**config.mk**
```make
export PLATFORM = sky130hd
export DESIGN_NAME = mips_control_sequencer
export DESIGN_NICKNAME = d
export VERILOG_FILES = /design/src/rtl/mips_control_sequencer.sv
export SDC_FILE = /design/constraint.sdc
export NUM_CORES = 1
export LEC_CHECK = 0
export CORE_MARGIN = 1
export CORE_UTILIZATION = 47
export CTS_CLUSTER_SIZE = 16
export DETAILED_ROUTE_END_ITERATION = 16
export PLACE_DENSITY = 0.85
export SYNTH_ARGS = -nofsm -noshare
export SYNTH_HDL_FRONTEND = slang
export SYNTH_SLANG_ARGS = --single-unit
```
**constraint.sdc**
```tcl
create_clock -name clk -period 3.1 [get_ports clk]
set_input_delay 0.31 -clock clk [delete_from_list [all_inputs] [get_ports clk]]
set_output_delay 0.31 -clock clk [all_outputs]
set_load 0.03 [all_outputs]
```
**src/rtl/mips_control_sequencer.sv**
```systemverilog
// -----------------------------------------------------------------------------
// mips_control_sequencer
//
// Multi-cycle control sequencer for a MIPS datapath. Accepts one instruction at
// a time over a valid/ready handshake, holds it on instrOut, and steps through
// IDLE -> DECODE -> (EXEC | MEMRD | MEMWR) -> WB -> DONE, driving the datapath
// control lines. Every output comes straight from a flop, so the write pulses
// (RegWrite, MemWrite) are glitch-free single-cycle pulses.
//
// Ports:
//   clk, reset          clock and asynchronous active-high reset
//   instrIn/instrValid  instruction offered by the fetch side
//   instrReady          high only while idle (accept on instrValid & instrReady)
//   instrOut            latched instruction toward the datapath
//   RegDst, ALUSrc, ALUCtrl, MemRead, MemtoReg, MemWrite, RegWrite
//                       datapath controls
//   busy                instruction in flight
//   done                one-cycle retire pulse
//   illegalInstr        one-cycle pulse with done for unsupported encodings
//   retiredCount        count of legal retirements, wraps
// -----------------------------------------------------------------------------
module mips_control_sequencer #(
    parameter int MEM_WAIT_CYCLES = 1,
    parameter int COUNT_WIDTH     = 16
) (
    input  logic                   clk,
    input  logic                   reset,
    input  logic [31:0]            instrIn,
    input  logic                   instrValid,
    output logic                   instrReady,
    output logic [31:0]            instrOut,
    output logic                   RegDst,
    output logic                   ALUSrc,
    output logic [3:0]             ALUCtrl,
    output logic                   MemRead,
    output logic                   MemtoReg,
    output logic                   MemWrite,
    output logic                   RegWrite,
    output logic                   busy,
    output logic                   done,
    output logic                   illegalInstr,
    output logic [COUNT_WIDTH-1:0] retiredCount
);

    typedef enum logic [2:0] {
        S_IDLE, S_DECODE, S_EXEC, S_MEMRD, S_MEMWR, S_WB, S_DONE
    } state_t;

    localparam logic [3:0] WAIT_INIT = 4'(MEM_WAIT_CYCLES - 1);

    state_t                 state_q, state_d;
    logic [31:0]            instr_q, instr_d;
    logic [3:0]             wait_q, wait_d;
    logic [COUNT_WIDTH-1:0] count_q, count_d;

    logic       ready_q, ready_d;
    logic       regdst_q, regdst_d;
    logic       alusrc_q, alusrc_d;
    logic [3:0] aluctrl_q, aluctrl_d;
    logic       memrd_q, memrd_d;
    logic       memtoreg_q, memtoreg_d;
    logic       memwr_q, memwr_d;
    logic       regwr_q, regwr_d;
    logic       busy_q, busy_d;
    logic       done_q, done_d;
    logic       illegal_q, illegal_d;

    // Decode of the instruction that will be held during the next cycle.
    logic       dec_rtype, dec_addi, dec_lw, dec_sw, dec_legal;
    logic [3:0] dec_aluctrl;
    logic [4:0] dec_dest;

    always_comb begin
        dec_rtype   = 1'b0;
        dec_addi    = 1'b0;
        dec_lw      = 1'b0;
        dec_sw      = 1'b0;
        dec_aluctrl = 4'b0000;
        case (instr_d[31:26])
            6'h00: begin
                case (instr_d[5:0])
                    6'h20: begin dec_rtype = 1'b1; dec_aluctrl = 4'b0010; end
                    6'h22: begin dec_rtype = 1'b1; dec_aluctrl = 4'b0110; end
                    6'h24: begin dec_rtype = 1'b1; dec_aluctrl = 4'b0000; end
                    6'h25: begin dec_rtype = 1'b1; dec_aluctrl = 4'b0001; end
                    6'h27: begin dec_rtype = 1'b1; dec_aluctrl = 4'b1100; end
                    6'h2A: begin dec_rtype = 1'b1; dec_aluctrl = 4'b0111; end
                    default: ;
                endcase
            end
            6'h08: begin dec_addi = 1'b1; dec_aluctrl = 4'b0010; end
            6'h23: begin dec_lw   = 1'b1; dec_aluctrl = 4'b0010; end
            6'h2B: begin dec_sw   = 1'b1; dec_aluctrl = 4'b0010; end
            default: ;
        endcase
    end

    assign dec_legal = dec_rtype | dec_addi | dec_lw | dec_sw;
    assign dec_dest  = dec_rtype ? instr_d[15:11] : instr_d[20:16];

    // Next state, instruction latch, wait counter and retire counter.
    always_comb begin
        state_d = state_q;
        instr_d = instr_q;
        wait_d  = wait_q;
        count_d = count_q;
        case (state_q)
            S_IDLE: begin
                if (instrValid) begin
                    instr_d = instrIn;
                    state_d = S_DECODE;
                end
            end
            S_DECODE: begin
                if (!dec_legal) begin
                    state_d = S_DONE;
                end else if (dec_lw) begin
                    state_d = S_MEMRD;
                    wait_d  = WAIT_INIT;
                end else if (dec_sw) begin
                    state_d = S_MEMWR;
                end else begin
                    state_d = S_EXEC;
                end
            end
            S_EXEC:  state_d = S_WB;
            S_MEMRD: begin
                if (wait_q == 4'd0) begin
                    state_d = S_WB;
                end else begin
                    wait_d = wait_q - 4'd1;
                end
            end
            S_MEMWR: state_d = S_DONE;
            S_WB:    state_d = S_DONE;
            S_DONE:  state_d = S_IDLE;
            default: state_d = S_IDLE;
        endcase
        // Count moves on the edge entering DONE so it is visible with done.
        if (state_d == S_DONE && dec_legal) begin
            count_d = count_q + 1'b1;
        end
    end

    // Registered outputs are computed from the state being entered, so each
    // control line is valid for the whole cycle of the state it belongs to.
    always_comb begin
        ready_d    = (state_d == S_IDLE);
        busy_d     = (state_d != S_IDLE);
        regdst_d   = 1'b0;
        alusrc_d   = 1'b0;
        aluctrl_d  = 4'b0000;
        memtoreg_d = 1'b0;
        if (state_d != S_IDLE && dec_legal) begin
            regdst_d   = dec_rtype;
            alusrc_d   = ~dec_rtype;
            aluctrl_d  = dec_aluctrl;
            memtoreg_d = dec_lw;
        end
        // MemRead stays up from MEMRD until the instruction leaves DONE.
        memrd_d   = dec_lw && (state_d inside {S_MEMRD, S_WB, S_DONE});
        memwr_d   = (state_d == S_MEMWR);
        // Writes to $0 are suppressed; the instruction still retires.
        regwr_d   = (state_d == S_WB) && (dec_dest != 5'd0);
        done_d    = (state_d == S_DONE);
        illegal_d = (state_d == S_DONE) && !dec_legal;
    end

    always_ff @(posedge clk or posedge reset) begin
        if (reset) begin
            state_q    <= S_IDLE;
            instr_q    <= 32'd0;
            wait_q     <= 4'd0;
            count_q    <= '0;
            ready_q    <= 1'b1;
            regdst_q   <= 1'b0;
            alusrc_q   <= 1'b0;
            aluctrl_q  <= 4'b0000;
            memrd_q    <= 1'b0;
            memtoreg_q <= 1'b0;
            memwr_q    <= 1'b0;
            regwr_q    <= 1'b0;
            busy_q     <= 1'b0;
            done_q     <= 1'b0;
            illegal_q  <= 1'b0;
        end else begin
            state_q    <= state_d;
            instr_q    <= instr_d;
            wait_q     <= wait_d;
            count_q    <= count_d;
            ready_q    <= ready_d;
            regdst_q   <= regdst_d;
            alusrc_q   <= alusrc_d;
            aluctrl_q  <= aluctrl_d;
            memrd_q    <= memrd_d;
            memtoreg_q <= memtoreg_d;
            memwr_q    <= memwr_d;
            regwr_q    <= regwr_d;
            busy_q     <= busy_d;
            done_q     <= done_d;
            illegal_q  <= illegal_d;
        end
    end

    assign instrReady   = ready_q;
    assign instrOut     = instr_q;
    assign RegDst       = regdst_q;
    assign ALUSrc       = alusrc_q;
    assign ALUCtrl      = aluctrl_q;
    assign MemRead      = memrd_q;
    assign MemtoReg     = memtoreg_q;
    assign MemWrite     = memwr_q;
    assign RegWrite     = regwr_q;
    assign busy         = busy_q;
    assign done         = done_q;
    assign illegalInstr = illegal_q;
    assign retiredCount = count_q;

endmodule

```
==> results of run 1 <==
layer usage:
layer / global-route usage / vias to the layer above / wire, µm
li1: - / 1258 / -
met1: 0.287 / 1260 / 3140
met2: 0.391 / 81 / 3720
met3: 0.0447 / 12 / 338
met4: 0.105 / 0 / 159
met5: 0 / - / 0
cells by family (layout without fill, tap and decap cells):
family          Yosys count  in the layout  synth area share
simple gates            175            175             0.281
flops                    69             69             0.554
compound gates           26             26            0.0578
buf+inv                  21            131            0.0337
xor+xnor                 17             17            0.0478
mux                       4              4            0.0132
fa+ha+maj                 3              3            0.0120
what timing repair did:
item	4_1_cts	5_1_grt
hold buffers	0	0
resized for setup	0	1
setup endpoints to repair	0	1
sequential cells by signal, summed over array words and instances, names as in the netlist, 3 cells and up:
| name | cells |
|---|---|
| state_q | 3 |
| wait_q | 4 |
| ALUCtrl | 4 |
| retiredCount | 16 |
| instrOut | 32 |
layout make-up:
class	instances	area, µm²
fill	478	1930
sequential	69	1730
multi-input combinational	225	1290
timing repair buffer	105	1050
clock buffer	11	141
clock inverter	5	106
tap	77	96.3
inverter	10	37.5
power groups by stage:
stage / logic [µW] / registers, µW / clock network, µW
floorplan: 652 / 1860 / 0
global placement: 1860 / 1390 / 0
detailed placement: 1890 / 1400 / 0
CTS: 1900 / 1390 / 914
global route: 2040 / 1430 / 950
finish: 1900 / 1390 / 900
worst paths after layout:
path	endpoint	slack, ps	cells after the start
setup reg to reg	retiredCount[1]$_DFFE_PP0P_	270	8
max in group asynchronous	instrOut[3]$_DFF_PP0_	1900	3
min in group clk	retiredCount[15]$_DFFE_PP0P_	470	1
hold / removal	retiredCount[5]$_DFFE_PP0P_	470	2
hold reg to reg	retiredCount[15]$_DFFE_PP0P_	470	1
setup / recovery	retiredCount[1]$_DFFE_PP0P_	270	8
metrics by stage:
step,utilization,total power [µW],instances
final,0.698,4190,502
after global routing,0.698,4420,502
after CTS,0.698,4200,502
after detailed placement,0.659,3290,486
after global placement,0.659,3250,486
after floorplan,-,2510,315
synth_stat cells (2+ instances only):
library cell   n  share of area
nand2_1       95           0.11
dfrtp_1       68           0.55
xnor2_1       15          0.042
nor3_1        14          0.022
nor2_1        13          0.016
inv_1         10          0.012
a21oi_1        9          0.014
and3_1         8          0.016
nand3_2        8          0.026
clkbuf_1       7         0.0084
and2_1         5          0.010
nand4_1        5          0.010
o21ai_0        5         0.0080
nor2b_1        4         0.0080
buf_6          3          0.011
ha_1           3          0.012
mux2i_1        3         0.0096
nand3_1        3         0.0048
nor4_1         3         0.0060
or2_2          3         0.0060
a31oi_1        2         0.0040
and4_1         2         0.0056
nand2b_1       2         0.0040
or3_1          2         0.0040
xor2_1         2         0.0056
==> metrics.csv, run 1 <==
stage,metric,value,unit
outcome,status,finished clean,
yosys,ys_seq_elements,69,
critical_path,cp_cell_sequence,or4b_1 > buf_12 > nor3b_4 > a22oi_2 > a21o_1 > a211oi_4 > buf_12 > mux2_2,
yosys,synth_edf_count,0,
critical_path,critPathBufInv,2,
power,p_int,2490,µW
cts,cts-root-buf,clkbuf_8,
timing,fin_crit,2830,ps
cts,clk_path_buf_depth,2,
yosys,ys_seq_area_frac,0.554,
die,num_io_pins,97,
yosys,postSynthAreaPerCell,9.89,µm²
place,dp_hpwl,5400,µm
critical_path,startpoint_type,flip-flop,
yosys,async_flop_share,1.00,
critical_path,setup.worst_path.class,flip-flop to flip-flop,
timing,tightest_slew,893,ps
die,die_area,0.00696,mm²
yosys,synth_cell_types,46,
cts,cts_buffers,9,
finish,final_cell_mix,"96 x clkdlybuf4s50_1, 95 x nand2_1, 68 x dfrtp_1",
critical_path,path_delay_family,simple AND/OR/NAND/NOR gates,
power,pwr-share-seq,0.332,
timing,hold_ws,472,ps
power,power_leakage,0.00203,µW
yosys,synth_area,0.00312,mm²
power,switching_power,1700,µW
route,postRouteAntennaNets,0,
yosys,synth_nets,353,
cts,clk_latency,350,ps
yosys,syn_inst,315,
timing,finClkSkew,10.5,ps
power,switching_share,0.406,
timing,slew-limit-headroom,0.404,
grt,grt_max_degree,46,
cts,clkTransAtPathRegs,80,ps
die,die_h,83.4,µm
grt,antenna_found_initial,0,
power,p_per_area,940,mW/mm²
finish,layout_commonest_cell,clkdlybuf4s50_1,
critical_path,slowest_delay,660,ps
timing,fin_setup_tns,0,ps
finish,fin_area,0.00446,mm²
timing,rsz0062_at_grt,no,
power,ir_worst_vdd,0.000704,V
critical_path,worstPathArrival,3070,ps
route,viasPerCell,5.20,
finish,antenna_cells,0,
place,place_congestion,0.861,
grt,grt_pass1_wl,12600,µm
cts,cts_max_level,3,
route,routedWlPerCell,14.6,µm
route,drt-total-wl,7350,µm
finish,area_delta_synth_final,43.0,%
route,drcViolationCount,0,
timing,period_share,0.912,
die,initial_utilization,0.488,
finish,nNetsFinal,458,
critical_path,startpoint,state_q[0]$_DFF_PP0_,
timing,timing.fmax,354,MHz
die,placementRows,29,
route,vias,2611,
cts,post_cts_buffers,0,
grt,grt_use_total,0.231,
critical_path,cp_common_cell,buf_12,
place,pre_cts_ws,-4.33,ps
critical_path,timing.rr.start,state_q[0]$_DFF_PP0_,
timing,maxSlewViolCount,0,
cts,cts_tree,done,
power,clockPowerShare,0.215,
place,placed_cell_area,0.00421,mm²
run,drv_cap,0,
hold_path,hold_path.class,input pin to async pin,
die,chipWidth,83.4,µm
power,p_comb_frac,0.453,
grt,grt_pass1_vias,2642,
route,drt_iter0_markers,94,
yosys,synthFlopType,dfrtp_1,
timing,setup_ws,274,ps
yosys,yosysWarnings,0,
die,core-area,0.00639,mm²
finish,drive_gt1_frac,0.106,
grt,grt_overflow,0,
critical_path,worst-path-max-fanout,30,
route,firstDrtPassIters,4,
timing,setup_viol,0,
cts,cts.sinks,69,
critical_path,required,3340,ps
timing,hold_viol_final,0,
place,port_buffers,96,
critical_path,end_kind,flip-flop,
critical_path,critPathSlowestCell,or4b_1,
No activity file was read; power rests on OpenSTA's default activity.
==> inputs of run 2 (changes only) <==
--- a/config.mk
+++ b/config.mk
@@ -9,7 +9,9 @@
 export CORE_UTILIZATION = 47
 export CTS_CLUSTER_SIZE = 16
 export DETAILED_ROUTE_END_ITERATION = 16
+export GPL_ROUTABILITY_DRIVEN = 1
 export PLACE_DENSITY = 0.85
+export SKIP_CTS_REPAIR_TIMING = 1
 export SYNTH_ARGS = -nofsm -noshare
 export SYNTH_HDL_FRONTEND = slang
 export SYNTH_SLANG_ARGS = --single-unit
==> results of run 2 <==
No change in the layout: final DEF, timing and power equal those of run 1.
==> inputs of run 3 (changes only) <==
--- a/config.mk
+++ b/config.mk
@@ -11,6 +11,7 @@
 export DETAILED_ROUTE_END_ITERATION = 16
 export GPL_ROUTABILITY_DRIVEN = 1
 export PLACE_DENSITY = 0.85
+export RECOVER_POWER = 100
 export SKIP_CTS_REPAIR_TIMING = 1
 export SYNTH_ARGS = -nofsm -noshare
 export SYNTH_HDL_FRONTEND = slang
==> constraint.sdc (replaced) <==
create_clock -name clk -period 2.7 [get_ports clk]
set_input_delay 0.27 -clock clk [delete_from_list [all_inputs] [get_ports clk]]
set_output_delay 0.27 -clock clk [all_outputs]
set_load 0.03 [all_outputs]
==> metrics.csv, run 3 (synthesized netlist as in run 1, its figures left out) <==
stage,metric,value,unit
timing,fin_crit,2630,ps
die,placementRows,29,
die,die_h,83.4,µm
route,postRouteAntennaNets,0,
critical_path,end_kind,flip-flop,
cts,cts.sinks,69,
grt,grt_max_degree,40,
critical_path,slowest_delay,420,ps
timing,period_share,0.974,
finish,fillers,461,
finish,final_cell_mix,"95 x nand2_1, 95 x clkdlybuf4s50_1, 68 x dfrtp_1",
critical_path,worstPathArrival,2860,ps
finish,largest_reg_flops,32,
outcome,status,finished clean,
power,pwr-share-seq,0.322,
route,viasPerCell,5.16,
route,drcViolationCount,0,
grt,grt_use_total,0.230,
timing,hold_viol_final,0,
place,place_congestion,0.973,
cts,cts_tree,done,
grt,grt_pass1_vias,2717,
cts,cts-root-buf,clkbuf_8,
timing,hold_ws,457,ps
hold_path,hold_path.class,input pin to flip-flop,
die,chipWidth,83.4,µm
critical_path,critPathBufInv,2,
critical_path,cp_cell_sequence,inv_2 > ha_1 > or3b_4 > a21oi_4 > a211oi_1 > or3_4 > a211oi_4 > buf_6 > nand4_1 > xnor2_1,
grt,grt_pass1_wl,12700,µm
critical_path,required,2930,ps
die,num_io_pins,97,
place,port_buffers,96,
timing,rsz0062_at_grt,yes,
critical_path,setup.worst_path.class,flip-flop to flip-flop,
place,dp_hpwl,5650,µm
die,core-area,0.00639,mm²
route,drt-total-wl,7770,µm
cts,clk_path_buf_depth,2,
power,p_int,2860,µW
finish,antenna_cells,0,
timing,tightest_slew,1130,ps
critical_path,startpoint_type,flip-flop,
timing,timing.fmax,380,MHz
power,switching_power,2010,µW
grt,antenna_found_initial,0,
power,p_per_area,1060,mW/mm²
grt,grt_overflow,0,
route,vias,2695,
route,routedWlPerCell,14.9,µm
critical_path,critPathSlowestCell,or3b_4,
cts,clkTransAtPathRegs,80,ps
power,p_comb_frac,0.493,
timing,maxSlewViolCount,0,
cts,cts_max_level,3,
route,drt_iter0_markers,133,
timing,slew-limit-headroom,0.244,
finish,drive_gt1_frac,0.157,
finish,seqCellArea,0.00173,mm²
finish,multi_input_area,0.00132,mm²
run,drv_cap,0,
finish,area_delta_synth_final,47.2,%
cts,clk_latency,340,ps
die,initial_utilization,0.488,
finish,nNetsFinal,479,
power,power,4870,µW
critical_path,worst-path-max-fanout,5,
power,power_leakage,0.00211,µW
power,ir_worst_vdd,0.000686,V
power,clockPowerShare,0.185,
timing,setup_viol,0,
timing,finClkSkew,15.1,ps
critical_path,path_delay_family,simple AND/OR/NAND/NOR gates,
power,switching_share,0.412,
cts,cts_buffers,9,
route,firstDrtPassIters,4,
die,die_area,0.00696,mm²
-- run 3: metrics by stage --
step / setup TNS [ps] / util / worst slack, ps / std cells / cell area [µm²]
2_1_floorplan: 0 / - / 134 / 315 / 3120
3_3_place_gp: -1530 / 0.678 / -139 / 504 / 4330
3_5_place_dp: -2730 / 0.678 / -220 / 504 / 4330
4_1_cts: -217 / 0.711 / -75.4 / 519 / 4540
5_1_grt: -17.2 / 0.718 / -17.2 / 522 / 4590
6_report: 0 / 0.718 / 71.3 / 522 / 4590
-- run 3: cell type report --
| type | count | area share |
|---|---|---|
| inverters | 10 | 0.00818 |
| repair buffers | 126 | 0.260 |
| clock inverters | 6 | 0.0194 |
| flip-flops and latches | 69 | 0.377 |
| well taps | 77 | 0.0210 |
| clock buffers | 9 | 0.0270 |
| multi-input cells | 225 | 0.288 |
-- run 3: path summary, 6_finish.rpt --
check / startpoint / endpoint / slack [ps] / depth (start not counted)
min in group asynchronous: reset / instrOut[7]$_DFFE_PP0P_ / 660 / 2
setup / recovery: wait_q[0]$_DFFE_PP0P_ / retiredCount[12]$_DFFE_PP0P_ / 70 / 10
hold reg to reg: retiredCount[15]$_DFFE_PP0P_ / retiredCount[15]$_DFFE_PP0P_ / 470 / 1
hold / removal: instrIn[6] / instrOut[6]$_DFFE_PP0P_ / 460 / 3
max in group asynchronous: reset / instrOut[14]$_DFF_PP0_ / 530 / 3
setup reg to reg: wait_q[0]$_DFFE_PP0P_ / retiredCount[12]$_DFFE_PP0P_ / 70 / 10
-- run 3: power by group through the flow --
stage	combinational, µW	sequential (µW)	clock (µW)
after detailed placement	2310	1570	0
after global placement	2260	1570	0
after CTS	2320	1560	911
final	2400	1570	901
after floorplan	749	2130	0
after global routing	2560	1610	953
-- run 3: routing by layer --
metal | vias up | share of wire | GRT usage
li1 | 1291 | - | -
met4 | 0 | 0.024 | 0.119
met5 | - | 0 | 0
met2 | 96 | 0.51 | 0.379
met1 | 1291 | 0.42 | 0.288
met3 | 17 | 0.054 | 0.0457
-- run 3: tightest hold or removal path: cells and delay by family --
family,cells,cell delay (ps)
and+or+nand+nor,2,90
buffers and inverters,1,390
